--- src/rtl/alu_exec_unit_if.sv ---
// Operation request and result handshake for the ALU execute unit.
// The master side is upstream plus the result consumer; the slave side is the ALU.
interface alu_exec_unit_if #(
    parameter int XLEN = 32
);
    logic            in_valid;
    logic            in_ready;
    logic [3:0]      ALUControl;
    logic [XLEN-1:0] SrcA;
    logic [XLEN-1:0] SrcB;
    logic            out_valid;
    logic            out_ready;
    logic [XLEN-1:0] ALUResult;
    logic            Zero;
    logic            illegal;

    modport master (
        output in_valid, ALUControl, SrcA, SrcB, out_ready,
        input  in_ready, out_valid, ALUResult, Zero, illegal
    );

    modport slave (
        input  in_valid, ALUControl, SrcA, SrcB, out_ready,
        output in_ready, out_valid, ALUResult, Zero, illegal
    );
endinterface

--- src/rtl/alu_exec_unit.sv ---
// ALU execute stage: latency 1 for non-shift ops, 1+shamt for bit-serial shifts.
// A single output slot: new ops are accepted only when idle and the slot is free or being drained.
module alu_exec_unit #(
    parameter int XLEN = 32
) (
    input  logic              clk,
    input  logic              reset,
    alu_exec_unit_if.slave    bus
);
    localparam logic [3:0] OP_ADD  = 4'b0000;
    localparam logic [3:0] OP_SUB  = 4'b0001;
    localparam logic [3:0] OP_AND  = 4'b0010;
    localparam logic [3:0] OP_OR   = 4'b0011;
    localparam logic [3:0] OP_XOR  = 4'b0100;
    localparam logic [3:0] OP_SLT  = 4'b0101;
    localparam logic [3:0] OP_SLTU = 4'b0111;
    localparam logic [3:0] OP_SLL  = 4'b1000;
    localparam logic [3:0] OP_SRL  = 4'b1111;
    localparam logic [3:0] OP_SRA  = 4'b1001;

    typedef enum logic {IDLE = 1'b0, SHIFT = 1'b1} state_t;

    state_t          r_state;
    logic [4:0]      r_cnt;
    logic [XLEN-1:0] r_work;
    logic [3:0]      r_op;
    logic            r_out_valid;
    logic [XLEN-1:0] r_result;
    logic            r_zero;
    logic            r_illegal;

    logic            w_in_ready;
    logic            w_accept;
    logic [4:0]      w_shamt;
    logic            w_is_shift;
    logic [XLEN-1:0] w_res;
    logic            w_illegal;
    logic [XLEN-1:0] w_step;

    assign w_in_ready = (r_state == IDLE) && (!r_out_valid || bus.out_ready);
    assign w_accept   = bus.in_valid && w_in_ready;
    assign w_shamt    = bus.SrcB[4:0];
    assign w_is_shift = (bus.ALUControl == OP_SLL) || (bus.ALUControl == OP_SRL) ||
                        (bus.ALUControl == OP_SRA);

    // Shifts by zero fall through here and return SrcA with latency 1.
    always_comb begin
        w_res     = '0;
        w_illegal = 1'b0;
        case (bus.ALUControl)
            OP_ADD:  w_res = bus.SrcA + bus.SrcB;
            OP_SUB:  w_res = bus.SrcA - bus.SrcB;
            OP_AND:  w_res = bus.SrcA & bus.SrcB;
            OP_OR:   w_res = bus.SrcA | bus.SrcB;
            OP_XOR:  w_res = bus.SrcA ^ bus.SrcB;
            OP_SLT:  w_res = {{(XLEN-1){1'b0}}, ($signed(bus.SrcA) < $signed(bus.SrcB))};
            OP_SLTU: w_res = {{(XLEN-1){1'b0}}, (bus.SrcA < bus.SrcB)};
            OP_SLL, OP_SRL, OP_SRA: w_res = bus.SrcA;
            default: w_illegal = 1'b1;
        endcase
    end

    always_comb begin
        w_step = {1'b0, r_work[XLEN-1:1]};
        case (r_op)
            OP_SLL:  w_step = {r_work[XLEN-2:0], 1'b0};
            OP_SRA:  w_step = {r_work[XLEN-1], r_work[XLEN-1:1]};
            default: w_step = {1'b0, r_work[XLEN-1:1]};
        endcase
    end

    always_ff @(posedge clk) begin
        if (reset) begin
            r_state     <= IDLE;
            r_cnt       <= '0;
            r_work      <= '0;
            r_op        <= '0;
            r_out_valid <= 1'b0;
            r_result    <= '0;
            r_zero      <= 1'b0;
            r_illegal   <= 1'b0;
        end else begin
            case (r_state)
                IDLE: begin
                    if (w_accept) begin
                        if (w_is_shift && (w_shamt != 5'd0)) begin
                            r_work      <= bus.SrcA;
                            r_cnt       <= w_shamt;
                            r_op        <= bus.ALUControl;
                            r_state     <= SHIFT;
                            r_out_valid <= 1'b0;
                        end else begin
                            r_result    <= w_res;
                            r_zero      <= (w_res == '0);
                            r_illegal   <= w_illegal;
                            r_out_valid <= 1'b1;
                        end
                    end else if (r_out_valid && bus.out_ready) begin
                        r_out_valid <= 1'b0;
                    end
                end
                SHIFT: begin
                    // Output slot is guaranteed empty here: entry required it free.
                    r_work <= w_step;
                    r_cnt  <= r_cnt - 5'd1;
                    if (r_cnt == 5'd1) begin
                        r_result    <= w_step;
                        r_zero      <= (w_step == '0);
                        r_illegal   <= 1'b0;
                        r_out_valid <= 1'b1;
                        r_state     <= IDLE;
                    end
                end
                default: r_state <= IDLE;
            endcase
        end
    end

    assign bus.in_ready  = w_in_ready;
    assign bus.out_valid = r_out_valid;
    assign bus.ALUResult = r_result;
    assign bus.Zero      = r_zero;
    assign bus.illegal   = r_illegal;
endmodule
--- src/flat_wrapper.sv ---
// flat-port wrapper written by rule: the top's interface ports become plain ports
module alu_exec_unit_flat 
#(
    parameter int XLEN = 32
)
  (clk, reset, bus_in_valid, bus_ALUControl, bus_SrcA, bus_SrcB, bus_out_ready, bus_in_ready, bus_out_valid, bus_ALUResult, bus_Zero, bus_illegal);
  alu_exec_unit_if #(.XLEN(XLEN)) bus_i ();
  input  logic clk;
  input  logic reset;
  input wire logic [$bits(bus_i.in_valid)-1:0] bus_in_valid;
  input wire logic [$bits(bus_i.ALUControl)-1:0] bus_ALUControl;
  input wire logic [$bits(bus_i.SrcA)-1:0] bus_SrcA;
  input wire logic [$bits(bus_i.SrcB)-1:0] bus_SrcB;
  input wire logic [$bits(bus_i.out_ready)-1:0] bus_out_ready;
  output wire logic [$bits(bus_i.in_ready)-1:0] bus_in_ready;
  output wire logic [$bits(bus_i.out_valid)-1:0] bus_out_valid;
  output wire logic [$bits(bus_i.ALUResult)-1:0] bus_ALUResult;
  output wire logic [$bits(bus_i.Zero)-1:0] bus_Zero;
  output wire logic [$bits(bus_i.illegal)-1:0] bus_illegal;
  assign bus_i.in_valid = bus_in_valid;
  assign bus_i.ALUControl = bus_ALUControl;
  assign bus_i.SrcA = bus_SrcA;
  assign bus_i.SrcB = bus_SrcB;
  assign bus_i.out_ready = bus_out_ready;
  assign bus_in_ready = bus_i.in_ready;
  assign bus_out_valid = bus_i.out_valid;
  assign bus_ALUResult = bus_i.ALUResult;
  assign bus_Zero = bus_i.Zero;
  assign bus_illegal = bus_i.illegal;
  alu_exec_unit #(.XLEN(XLEN)) u_core (.clk(clk), .reset(reset), .bus(bus_i));
endmodule
--- config.mk ---
export PLATFORM = sky130hd
export DESIGN_NAME = alu_exec_unit_flat
export DESIGN_NICKNAME = d
export VERILOG_FILES = /design/src/rtl/alu_exec_unit_if.sv /design/src/rtl/alu_exec_unit.sv /design/src/flat_wrapper.sv
export SDC_FILE = /design/constraint.sdc
export NUM_CORES = 1
export LEC_CHECK = 0
export BUFFER_PORTS_ARGS = -buffer_cell sky130_fd_sc_hd__buf_2
export CORE_MARGIN = 2
export CORE_UTILIZATION = 30
export DETAILED_ROUTE_END_ITERATION = 10
export GPL_TIMING_DRIVEN = 1
export SYNTH_ARGS = -nofsm -noshare
export SYNTH_HDL_FRONTEND = slang
export SYNTH_SLANG_ARGS = --single-unit
--- constraint.sdc ---
create_clock -name clk -period 6.56 [get_ports clk]
set_clock_uncertainty 0.05 [all_clocks]
set_input_delay 0.984 -clock clk [delete_from_list [all_inputs] [get_ports clk]]
set_output_delay 0.984 -clock clk [all_outputs]
set_load 0.01 [all_outputs]
# Word level (Yosys, flattened, before mapping)
# Index checks and enable logic that the tools add are counted.
# totals
regBits,77
latchBits,0
ramBits,0
mem_bits_ro,0
inputBits,72
output_inout_bits,36
wordCells,82
memories,0
# classes
n_addsub,3
n_mul,0
div_mod_pow,0
n_lt_le_gt_ge,2
eq_ne,17
shifts,0
mux,30
n_bitwise,4
n_reduce_logical,18
# op_table
op,count
$pmux W32 S8,1
$pmux W32 S2,3
$mux W32,5
$logic_not A32 Y1,2
$lt A32 B32 Y1,2
$add A32 B32 Y32,1
$and A32 B32 Y32,1
$or A32 B32 Y32,1
$sub A32 B32 Y32,1
$xor A32 B32 Y32,1
$eq A4 B4 Y1 const B,5
$mux W1,14
$eq A4 B3 Y1 const B,3
$mux W5,2
$pmux W5 S2,1
$reduce_or A10 Y1,1
$eq A4 B2 Y1 const B,2
$pmux W1 S2,4
$ne A2 B2 Y1 const B,3
$reduce_and A3 Y1,2
$eq A5 B1 Y1 const B,1
$reduce_bool A5 Y1,1
$sub A5 B1 Y5 const B,1
$eq A4 B1 Y1 const B,1
other kinds (9),15

# Longest topological paths before layout
# Gate-level depths: netlist (run 1).
# depth
word_depth,7
ltp_mapped,15
ltp_nobuf,14

# Least setup slack after synthesis (run 1)
# No wires, ideal clock.
# synth_path
path_kind,input -> register
startpoint,input bus_SrcA[0]
endpoint,"register u_core.r_zero, in the netlist u_core.bus.Zero"
setup_ns,0.059
arrival_time_ns,4.073
required_time_ns,6.451
path_slack_ns,2.378
stages,14
n_path_buf,0
path_cell_list,inv_1 ha_1 fa_1 nor2_1 o31ai_1 a221o_1 a221oi_2 o2111ai_1 or4_1 or4b_1 nor4_2 nand4_1 nor4_2 a41o_1
# synth_between
elab_chain_len,6
elab_cells_between_ends,12
cone_classes,add/sub: 2; order compare: 2; mux: 4; bitwise: 3; reduce/logical: 1
# synth_lines
element,line_no,source
from (decl),flat_wrapper.sv:12,input wire logic [$bits(bus_i.SrcA)-1:0] bus_SrcA;
"$sub A32 B32 Y32, or another cell as far along",alu_exec_unit.sv:52,OP_SUB: w_res = bus.SrcA - bus.SrcB;
$pmux W32 S8 (*),alu_exec_unit.sv:50,case (bus.ALUControl)
$logic_not A32 Y1 (*),alu_exec_unit.sv:94,r_zero <= (w_res == '0);
$mux W1 (*),alu_exec_unit.sv:86,if (w_is_shift && (w_shamt != 5'd0)) begin
$mux W1 (*),alu_exec_unit.sv:85,if (w_accept) begin
$pmux W1 S2 (*),alu_exec_unit.sv:83,case (r_state)
to (signal assigned),alu_exec_unit.sv:94,
to (signal assigned),alu_exec_unit.sv:108,r_zero <= (w_step == '0);
to (decl),alu_exec_unit.sv:29,logic r_zero;
# Every way passes the cells marked *; elsewhere a longest branch is shown, timed or not. The select of a mux whose other input is x is not followed.
# A chain may end at the register's enable or synchronous reset.

# Worst setup path after layout (run 1)
# layout_path
startpoint,input bus_SrcA[15]
endpoint,"register u_core.r_zero, in the netlist u_core.bus.Zero"
# The elaborated chain is that of the path after synthesis.

==> results of run 1 <==
[layout make-up]
type / instances / share of cell area, %
tap: 442 / 5.075
clock inverter: 7 / 0.5856
inverter: 103 / 3.548
timing repair buffer: 121 / 5.879
multi-input combinational: 1156 / 68.66
clock buffer: 9 / 2.067
antenna: 1 / 0.02296
sequential: 77 / 14.16
[path summary, 6_finish.rpt]
check / slack [ns] / start / end
max: 1.37 / bus_SrcA[15] / u_core.bus.Zero
min: 0.40 / u_core.bus.ALUResult[2] / u_core.bus.ALUResult[2]
max reg2reg: 2.87 / u_core.r_state / u_core.bus.Zero
min reg2reg: 0.40 / u_core.bus.ALUResult[2] / u_core.bus.ALUResult[2]
[metal layers]
layer	global-route usage (%)	vias to the layer above
li1	-	5293
met1	31.93	5411
met2	38.45	640
met3	4.248	108
met4	9.651	0
met5	0	-
[metrics by stage]
stage               setup slack (ns)  hold WS (ns)  util (%)  instances
finish                         1.366        0.4005     33.66       1916
global route                   1.116        0.4241     33.65       1915
CTS                            1.630        0.4032     33.65       1915
detailed placement             1.294        0.3914     32.76       1899
global placement               1.321        0.3903     32.76       1899
floorplan                      2.378        0.3863         -       1433
[cell usage after synthesis, drive strengths merged, types with 8 or more instances]
master,n,area (µm²)
o211ai,32,240.2
a31oi,9,56.30
o211a,9,90.09
nor2b,18,120.1
a211oi,22,165.2
a22oi,24,180.2
nand2b,12,75.07
a221oi,15,143.9
nor4,17,118.9
nand2,165,619.3
or4,8,60.06
o31ai,12,90.09
a21boi,9,67.56
a21o,11,82.58
nor2,148,555.5
inv,103,386.6
a21oi,170,850.8
nand4,12,75.07
dfxtp,77,1541
mux2i,28,280.3
o22ai,27,168.9
nand3,34,170.2
ha,115,1439
nor3,38,190.2
o21ai,83,415.4
buf,16,96.34
clkbuf,81,305.3
[flip-flops by register name, indices dropped and copies added, names as in the netlist]
register and count:
u_core.bus.ALUResult 32, u_core.bus.out_valid 1, u_core.r_cnt 5, u_core.bus.Zero 1, u_core.r_work 32, u_core.bus.illegal 1
u_core.r_op 4, u_core.r_state 1
[critical path, cell delays in order]
cell,delay [ns]
buf_2,0.11
inv_1,0.10
ha_1,0.60
inv_1,0.23
a21oi_1,0.43
o2111ai_1,0.24
a2111oi_0,0.87
nor2_1,0.24
a21oi_1,0.20
o221ai_1,0.16
or4_1,0.59
or3_1,0.32
nor3_1,0.16
a41o_1,0.20
[power groups by stage]
stage	sequential [mW]	combinational, mW	clock, mW
2_1_floorplan	0.535	0.487	0
3_3_place_gp	0.533	0.743	0
3_5_place_dp	0.534	0.748	0
4_1_cts	0.523	0.752	0.504
5_1_grt	0.527	0.834	0.522
6_report	0.523	0.770	0.492
[cells by family (layout without fill, tap and decap cells)]
group                    Yosys count  count (layout)
adder cells (fa/ha/maj)          117             117
buffers and inverters            200             240
flip-flops                        77              77
multiplexers                      29              29
other                              0               1
AO/OA/AOI/OAI                    512             512
AND/OR/NAND/NOR                  498             498
==> metrics.csv, run 1 <==
stage;metric;value;unit
layout;share of layout cells above drive strength 1;11.41;%
sta;Final Cycle Share;79.18;%
worst_setup_path;CP Capture Type;flop;
grt;largest net degree at the start of global routing;75;
sta;RSZ-0062 raised after global routing;no;
layout;most common library cell in the layout ignoring fill and taps;a21oi_1;
logic_synthesis;Synth Warn #;0;
routing;uppermost layer routed;met4;
worst_setup_path;critical path class;in -> reg;
worst_hold_path;worst hold path class;reg -> reg;
routing;DR WL met2;18.47;mm
layout;area occupied by multi-input gates;0.007482;mm²
floorplan;CORE AREA;0.03237;mm²
placed_design;Final HPWL DP;31.79;mm
layout;Layout area overhead;11.21;%
sta;fin crit period;5.194;ns
logic_synthesis;distinct cell type count after synthesis;79;
pwr;pwr/cell area;163.9;mW/mm²
placed_design;placed instance area;0.01061;mm²
layout;register area;0.001543;mm²
placed_design;number of port buffers;107;
routing;number of remaining DRC errors;0;
logic_synthesis;Seq/Total Area, Yosys;15.73;%
routing;WL final;41.88;mm
clock_network;CTS tree;built;
logic_synthesis;Post-Syn Nets;1622;
logic_synthesis;mux cell area share after synthesis;2.975;%
pwr;Comb power frac;43.1;%
grt;first-pass GRT wire length;63.29;mm
worst_setup_path;Max FO, Critical Path;15;
clock_network;post_cts resized;0;
routing;DRT iter0 DRCs;1419;
logic_synthesis;Async S/R FF share, synth;0;%
worst_hold_path;hold path depth;2;
grt;total gr overflow;0;
logic_synthesis;xor/xnor share of the synthesized area;0;%
routing;drt pass-1 iters;8;
floorplan;Die Y;184.7;µm
floorplan;die area;0.03412;mm²
logic_synthesis;Synth Register Bits;77;
run_status;status;completed;
worst_setup_path;FF-to-FF path depth;11;
logic_synthesis;Post-synth EDFFs;0;
floorplan;IO Count;108;
worst_setup_path;worst path arrival time;5.44;ns
pwr;total power draw;1.786;mW
logic_synthesis;top_reg_cell synth;dfxtp_1;
sta;fmax;192.5;MHz
sta;worst slew pin tran;1.212;ns
logic_synthesis;Post-Syn Area per Cell;6.838;µm²
routing;Antenna Violating Nets Remaining;0;
routing;Vias/cell;5.977;
sta;Sum Neg Setup Slack;0;ns
pwr;P_sw;0.7702;mW
logic_synthesis;post-synthesis cell count;1433;
sta;Slew Viols, Final;0;
logic_synthesis;simple-gate share of the synthesized area;23.66;%
worst_setup_path;WP data required;6.81;ns
pwr;clock share of power;27.6;%
placed_design;Final GP Congestion;0.9771;
layout;Final #Nets;1657;
floorplan;Die X;184.7;µm
clock_network;Worst-path clk slew;0.07;ns
floorplan;Rows;66;
clock_network;root buf cell;clkbuf_16;
routing;M1 wire length;17.44;mm
routing;wire per inst;21.86;µm
logic_synthesis;Syn Std Cell Area;0.009798;mm²
layout;Fillers;3638;
grt;All-Layer GR Usage;24.04;%
layout;final instance area;0.01090;mm²
logic_synthesis;largest family of logic cells by synthesized area;compound AO/OA/AOI/OAI gates;
worst_setup_path;crit start category;input port;
clock_network;CTS buffer count;9;
pwr;Sw Ratio;43.13;%
sta;Final Hold Viols;0;
pwr;Seq pwr share;29.3;%
logic_synthesis;Synth Area in Compound Gates;34.49;%
job;Max-Cap Viols;0;
logic_synthesis;Adder-Cell Fraction of Synth Area;15.09;%
grt;vias in the first global route;10780;
clock_network;Post-CTS Setup Repair Bufs;0;
routing;met3 routed WL;4.093;mm
sta;Final setup viols;0;
grt;initial antenna violation count;0;
clock_network;Post-CTS Hold Fix Bufs;0;
pwr;leakage power;4.695;nW
clock_network;clk_lat worst skew;0.35;ns
floorplan;Starting Density;30.27;%
pwr;Max VDD drop;0.0001386;V
clock_network;CTS sink cnt;77;
routing;Vias;11450;
layout;most frequent cells in the layout;170 x a21oi_1, 165 x nand2_1, 147 x nor2_1;
sta;worst rel slew slack;18.98;%
clock_network;H-tree depth;3;
clock_network;CTS Buffer Depth;2;
pwr;cell-internal power;1.016;mW
(Power assumes the default switching activity.)
==> inputs of run 2 (changes only) <==
==> constraint.sdc (replaced) <==
create_clock -name clk -period 5.1 [get_ports clk]
set_clock_uncertainty 0.05 [all_clocks]
set_input_delay 0.765 -clock clk [delete_from_list [all_inputs] [get_ports clk]]
set_output_delay 0.765 -clock clk [all_outputs]
set_load 0.01 [all_outputs]
==> metrics.csv, run 2 (synthesized netlist as in run 1, its figures left out) <==
stage;metric;value;unit;change
run_status;status;completed;;
worst_setup_path;WP data required;5.35;ns;-1.46 ns
clock_network;CTS Buffer Depth;2;;unchanged
worst_setup_path;crit start category;input port;;
clock_network;clk_lat worst skew;0.35;ns;about the same
sta;worst rel slew slack;27.82;%;+8.8 points
layout;fin cells;1929;;+0.68%
routing;Vias;11480;;+0.28%
worst_setup_path;sequence of cells on the critical path;buf_2, inv_1, ha_1, inv_1, a21oi_1, o2111ai_1, a2111oi_1, nor2_1, a21oi_1, o221ai_1, or4_1, or3_1, nor3_1, a41o_1;;
floorplan;Die X;184.7;µm;unchanged
routing;Vias/cell;5.953;;-0.40%
floorplan;Rows;66;;unchanged
placed_design;Final GP Congestion;1.022;;+4.6%
sta;setup ws final;0.1820;ns;-1.184 ns
worst_hold_path;hold path depth;2;;unchanged
layout;Final #Nets;1671;;+0.84%
layout;most common library cell in the layout ignoring fill and taps;a21oi_1;;
worst_hold_path;worst hold path class;reg -> reg;;
grt;initial antenna violation count;0;;unchanged
clock_network;Post-CTS Hold Fix Bufs;0;;unchanged
routing;DRT iter0 DRCs;1409;;-0.70%
clock_network;root buf cell;clkbuf_16;;
routing;number of remaining DRC errors;0;;unchanged
worst_setup_path;critical path's largest stage delay;0.67;ns;-0.20 ns
layout;share of layout cells above drive strength 1;12.24;%;+0.83 points
pwr;pwr/cell area;214.2;mW/mm²;+31%
clock_network;H-tree depth;3;;unchanged
grt;All-Layer GR Usage;25.00;%;+0.96 points
floorplan;Starting Density;30.27;%;unchanged
worst_setup_path;Max FO, Critical Path;15;;unchanged
layout;final instance area;0.01102;mm²;+1.1%
layout;ANT cells;0;;-1
placed_design;DP Worst Slack;-0.1048;ns;-1.399 ns
sta;Final Cycle Share;96.43;%;
worst_setup_path;crit path buf inv count;3;;unchanged
routing;drt pass-1 iters;6;;-2
worst_setup_path;critical path class;in -> reg;;
grt;most used routing layer;met2;;
routing;Antenna Violating Nets Remaining;0;;unchanged
grt;met2 Usage GRT;39.98;%;+1.5 points
grt;M1 GR Usage;32.86;%;+0.93 points
layout;Fillers;3586;;-1.4%
routing;wire per inst;22.37;µm;+2.3%
grt;vias in the first global route;10930;;+1.3%
sta;fmax;203.3;MHz;
clock_network;post_cts resized;0;;unchanged
pwr;Max VDD drop;0.0001686;V;+22%
grt;largest net degree at the start of global routing;74;;-1.3%
placed_design;number of port buffers;107;;unchanged
floorplan;IO Count;108;;unchanged
floorplan;CORE AREA;0.03237;mm²;unchanged
sta;RSZ-0062 raised after global routing;no;;
clock_network;Worst-path clk slew;0.07;ns;about the same
sta;worst slew pin tran;1.080;ns;-0.1323 ns
worst_setup_path;instance count on the critical path;14;;unchanged
clock_network;CTS buffer count;9;;unchanged
clock_network;Post-CTS Setup Repair Bufs;0;;unchanged
layout;Layout area overhead;12.44;%;
sta;Slew Viols, Final;0;;unchanged
grt;total gr overflow;0;;unchanged
grt;GR met3 Demand/Resource;4.821;%;+0.57 points
grt;first-pass GRT wire length;65.34;mm;+3.2%
clock_network;CTS tree;built;;
worst_setup_path;CP top delay family;compound AO/OA/AOI/OAI gates;;
sta;Final setup viols;0;;unchanged
placed_design;Final HPWL DP;32.65;mm;+2.7%
floorplan;die area;0.03412;mm²;unchanged
worst_setup_path;Max stage delay cell, worst path;a2111oi_1;;
sta;worst hold slack;0.4000;ns;-0.0004460 ns
routing;WL final;43.16;mm;+3.0%
clock_network;CTS sink cnt;77;;unchanged
layout;most frequent cells in the layout;170 x a21oi_1, 165 x nand2_1, 147 x nor2_1;;
worst_setup_path;FF-to-FF path depth;10;;-1
sta;Final Hold Viols;0;;unchanged
job;Max-Cap Viols;0;;unchanged
floorplan;Die Y;184.7;µm;unchanged
pwr;leakage power;4.774;nW;+1.7%
sta;Sum Neg Setup Slack;0;ns;unchanged
placed_design;DP Cell Count;1913;;+0.74%
worst_setup_path;CP Capture Type;flop;;
sta;fin crit period;4.918;ns;
worst_setup_path;worst path arrival time;5.16;ns;-0.28 ns
placed_design;placed instance area;0.01071;mm²;+0.99%
==> run 2: cell types whose count changed in the layout (fill, tap and decap cells not counted) <==
cell        change
buf_4          +14
clkinvlp_4      -1
bufinv_16       +1
a2111oi_1       +1
diode_2         -1
clkinv_2        +1
o21ai_0         +1
o21ai_1         -1
inv_8           -1
inv_6           +1
clkinv_4        -1
a2111oi_0       -1
==> run 2: layout make-up <==
class                           instances  area (µm²)  share of cell area, %
Sequential cell                        77        1543                  14.00
Timing Repair Buffer                  135       745.7                  6.769
Tap cell                              442       553.0                  5.020
Multi-Input combinational cell       1156        7483                  67.93
Clock inverter                          7       80.08                 0.7269
Clock buffer                            9       225.2                  2.044
Inverter                              103       386.6                  3.509
==> run 2: path summary, 6_finish.rpt <==
check	start	end	slack [ns]
max reg2reg	u_core.r_state	u_core.bus.Zero	1.73
min reg2reg	u_core.bus.ALUResult[3]	u_core.bus.ALUResult[3]	0.40
max	bus_SrcA[15]	u_core.bus.Zero	0.18
min	u_core.bus.ALUResult[3]	u_core.bus.ALUResult[3]	0.40
==> run 2: stage by stage <==
stage | total power [mW] | util [%]
2_1_floorplan | 1.314 | -
5_1_grt | 2.480 | 34.03
6_report | 2.359 | 34.03
3_5_place_dp | 1.667 | 33.09
3_3_place_gp | 1.665 | 33.09
4_1_cts | 2.345 | 34.03
==> run 2: per-layer routing <==
layer / vias to the layer above / part of all wire, %
li1: 5307 / -
met2: 573 / 44
met4: 0 / 4.6
met5: - / 0
met3: 117 / 8.7
met1: 5487 / 43
==> run 2: power by group <==
part | internal [mW] | switching (mW) | total (mW)
Sequential | 0.641 | 0.0330 | 0.674
Clock | 0.387 | 0.288 | 0.676
Combinational | 0.333 | 0.677 | 1.01
Total | 1.36 | 0.998 | 2.36
==> run 2: worst min-delay path: stages (launching register included) <==
cell and delay, ns:
dfxtp_1 0.31, nand2_1 0.05, a21oi_1 0.05
==> inputs of run 3 (changes only) <==
--- a/config.mk
+++ b/config.mk
@@ -6,10 +6,12 @@
 export NUM_CORES = 1
 export LEC_CHECK = 0
 export BUFFER_PORTS_ARGS = -buffer_cell sky130_fd_sc_hd__buf_2
+export CAP_MARGIN = 20
 export CORE_MARGIN = 2
 export CORE_UTILIZATION = 30
 export DETAILED_ROUTE_END_ITERATION = 10
 export GPL_TIMING_DRIVEN = 1
+export PLACE_DENSITY = 0.5
 export SYNTH_ARGS = -nofsm -noshare
 export SYNTH_HDL_FRONTEND = slang
 export SYNTH_SLANG_ARGS = --single-unit
==> metrics.csv, run 3 (synthesized netlist as in run 1, its figures left out) <==
stage;metric;value;unit;change
floorplan;Die X;184.7;µm;unchanged
clock_network;post_cts resized;0;;unchanged
worst_setup_path;Worst R2R Setup Slack;1.75;ns;+0.02 ns
worst_setup_path;crit path buf inv count;3;;unchanged
placed_design;Final HPWL DP;33.38;mm;+2.2%
placed_design;number of port buffers;107;;unchanged
floorplan;die area;0.03412;mm²;unchanged
worst_setup_path;FF-to-FF path depth;12;;+2
sta;RSZ-0062 raised after global routing;no;;
sta;worst rel slew slack;26.76;%;-1.1 points
routing;Antenna Violating Nets Remaining;0;;unchanged
sta;fmax;206.8;MHz;+1.7%
worst_hold_path;hold wc startpoint;u_core.bus.ALUResult[13];;
sta;worst slew pin tran;1.094;ns;+0.01421 ns
worst_setup_path;critical path's largest stage delay;0.63;ns;-0.04 ns
sta;Final Cycle Share;94.83;%;-1.6 points
sta;Slew Viols, Final;0;;unchanged
sta;fin crit period;4.836;ns;-0.08170 ns
grt;All-Layer GR Usage;25.32;%;+0.32 points
clock_network;CTS sink cnt;77;;unchanged
worst_setup_path;sequence of cells on the critical path;buf_2, inv_1, ha_1, inv_1, a21oi_1, o2111ai_1, a2111oi_2, nor2_1, a21oi_1, o221ai_1, or4_1, or3_1, nor3_1, a41o_1;;
sta;worst hold slack;0.3986;ns;-0.001489 ns
worst_setup_path;Max stage delay cell, worst path;ha_1;;
clock_network;root buf cell;clkbuf_16;;
worst_setup_path;WP data required;5.34;ns;about the same
clock_network;clk_lat worst skew;0.34;ns;about the same
clock_network;Post-CTS Hold Fix Bufs;0;;unchanged
grt;total gr overflow;0;;unchanged
routing;drt pass-1 iters;5;;-1
floorplan;Die Y;184.7;µm;unchanged
clock_network;CTS Buffer Depth;2;;unchanged
pwr;Max VDD drop;0.0001766;V;+4.8%
worst_setup_path;critical path class;in -> reg;;
grt;first-pass GRT wire length;65.90;mm;+0.86%
layout;share of layout cells above drive strength 1;12.66;%;+0.42 points
sta;Final Hold Viols;0;;unchanged
layout;most frequent cells in the layout;170 x a21oi_1, 165 x nand2_1, 147 x nor2_1;;
layout;most common library cell in the layout ignoring fill and taps;a21oi_1;;
worst_hold_path;Hold EP;u_core.bus.ALUResult[13];;
routing;DRT iter0 DRCs;1228;;-13%
routing;WL final;43.67;mm;+1.2%
clock_network;H-tree depth;3;;unchanged
grt;initial antenna violation count;1;;+1
worst_setup_path;Max FO, Critical Path;15;;unchanged
layout;Final #Nets;1677;;+0.36%
grt;vias in the first global route;10710;;-2.0%
worst_setup_path;worst r2r dst;u_core.bus.Zero;;
floorplan;CORE AREA;0.03237;mm²;unchanged
routing;number of remaining DRC errors;0;;unchanged
run_status;status;completed;;
worst_hold_path;worst hold path class;reg -> reg;;
job;Max-Cap Viols;0;;unchanged
clock_network;CTS tree;built;;
pwr;pwr/cell area;213.9;mW/mm²;-0.13%
worst_setup_path;worst r2r src;u_core.r_cnt[1];;
routing;wire per inst;22.57;µm;+0.88%
sta;setup ws final;0.2637;ns;+0.08170 ns
clock_network;CTS buffer count;9;;unchanged
grt;largest net degree at the start of global routing;74;;unchanged
placed_design;Final GP Congestion;0.9552;;-6.6%
worst_setup_path;worst path arrival time;5.08;ns;-0.08 ns
worst_setup_path;CP top delay family;compound AO/OA/AOI/OAI gates;;
clock_network;Post-CTS Setup Repair Bufs;0;;unchanged
layout;Layout area overhead;12.95;%;
clock_network;Worst-path clk slew;0.07;ns;about the same
routing;Vias/cell;5.903;;-0.84%
floorplan;IO Count;108;;unchanged
floorplan;Rows;66;;unchanged
routing;Vias;11420;;-0.53%
worst_setup_path;CP Capture Type;flop;;
layout;Fillers;3634;;+1.3%
placed_design;DP Worst Slack;-0.2833;ns;-0.1785 ns
sta;Final setup viols;0;;unchanged
worst_hold_path;hold path depth;2;;unchanged
pwr;leakage power;4.805;nW;+0.65%
floorplan;Starting Density;30.27;%;unchanged
worst_setup_path;crit start category;input port;;
layout;ANT cells;0;;unchanged
-- run 3: changes by cell type in the layout (fill, tap and decap cells not counted) --
cell,previous run,this run
a2111oi_2,1,2
a2111oi_1,1,0
buf_4,28,34
o21ai_0,83,82
o21ai_1,0,1
-- run 3: layout make-up --
type	instances	area, µm²	area share, %
Tap cell	442	553.0	4.997
Timing Repair Buffer	141	790.8	7.145
Sequential cell	77	1543	13.94
Clock inverter	7	80.08	0.7236
Inverter	103	386.6	3.493
Clock buffer	9	225.2	2.035
Multi-Input combinational cell	1156	7488	67.67
-- run 3: metal layers --
| layer | routed length (µm) | global-route usage (%) |
|---|---|---|
| met3 | 3370 | 2.984 |
| met4 | 1369 | 7.556 |
| met5 | 12 | 0 |
| met1 | 19150 | 34.45 |
| met2 | 19770 | 41.83 |
-- run 3: how the worst max path moves through the flow --
| stage | startpoint | endpoint | cells after the start |
|---|---|---|---|
| 2_1_floorplan | bus_SrcA[0] | u_core.bus.Zero | 14 |
| 3_3_place_gp | bus_SrcA[15] | u_core.bus.Zero | 14 |
| 3_5_place_dp | bus_SrcA[15] | u_core.bus.Zero | 14 |
| 4_1_cts | bus_SrcA[15] | u_core.bus.Zero | 14 |
| 5_1_grt | bus_SrcA[15] | u_core.bus.Zero | 14 |
| 6_report | bus_SrcA[15] | u_core.bus.Zero | 14 |
-- run 3: where the power goes --
group	leakage (nW)	internal, mW	total (mW)	switching [mW]
Clock	0.149	0.387	0.676	0.288
Sequential	0.628	0.641	0.674	0.0329
Combinational	4.03	0.339	1.02	0.678
Total	4.81	1.37	2.37	0.999
-- run 3: worst register-to-register path: stages (launching register included) --
cell,delay [ns]
dfxtp_1,0.31
inv_1,0.09
ha_1,0.14
nor4b_1,0.37
nand2_1,0.15
nand2_1,0.17
o2111ai_1,0.14
or4_1,0.41
or4b_1,0.55
nor4_2,0.33
nand4_1,0.20
nor4_2,0.18
a41o_1,0.19
-- run 3: per-stage QoR --
stage | area [µm²] | cells | util [%] | TNS [ns] | total power [mW]
global placement | 10760 | 1919 | 33.23 | -0.3045 | 1.682
detailed placement | 10760 | 1919 | 33.23 | -0.2833 | 1.678
floorplan | 9798 | 1433 | - | 0 | 1.314
global route | 11070 | 1935 | 34.19 | 0 | 2.490
CTS | 11060 | 1935 | 34.17 | 0 | 2.353
finish | 11070 | 1935 | 34.19 | 0 | 2.367
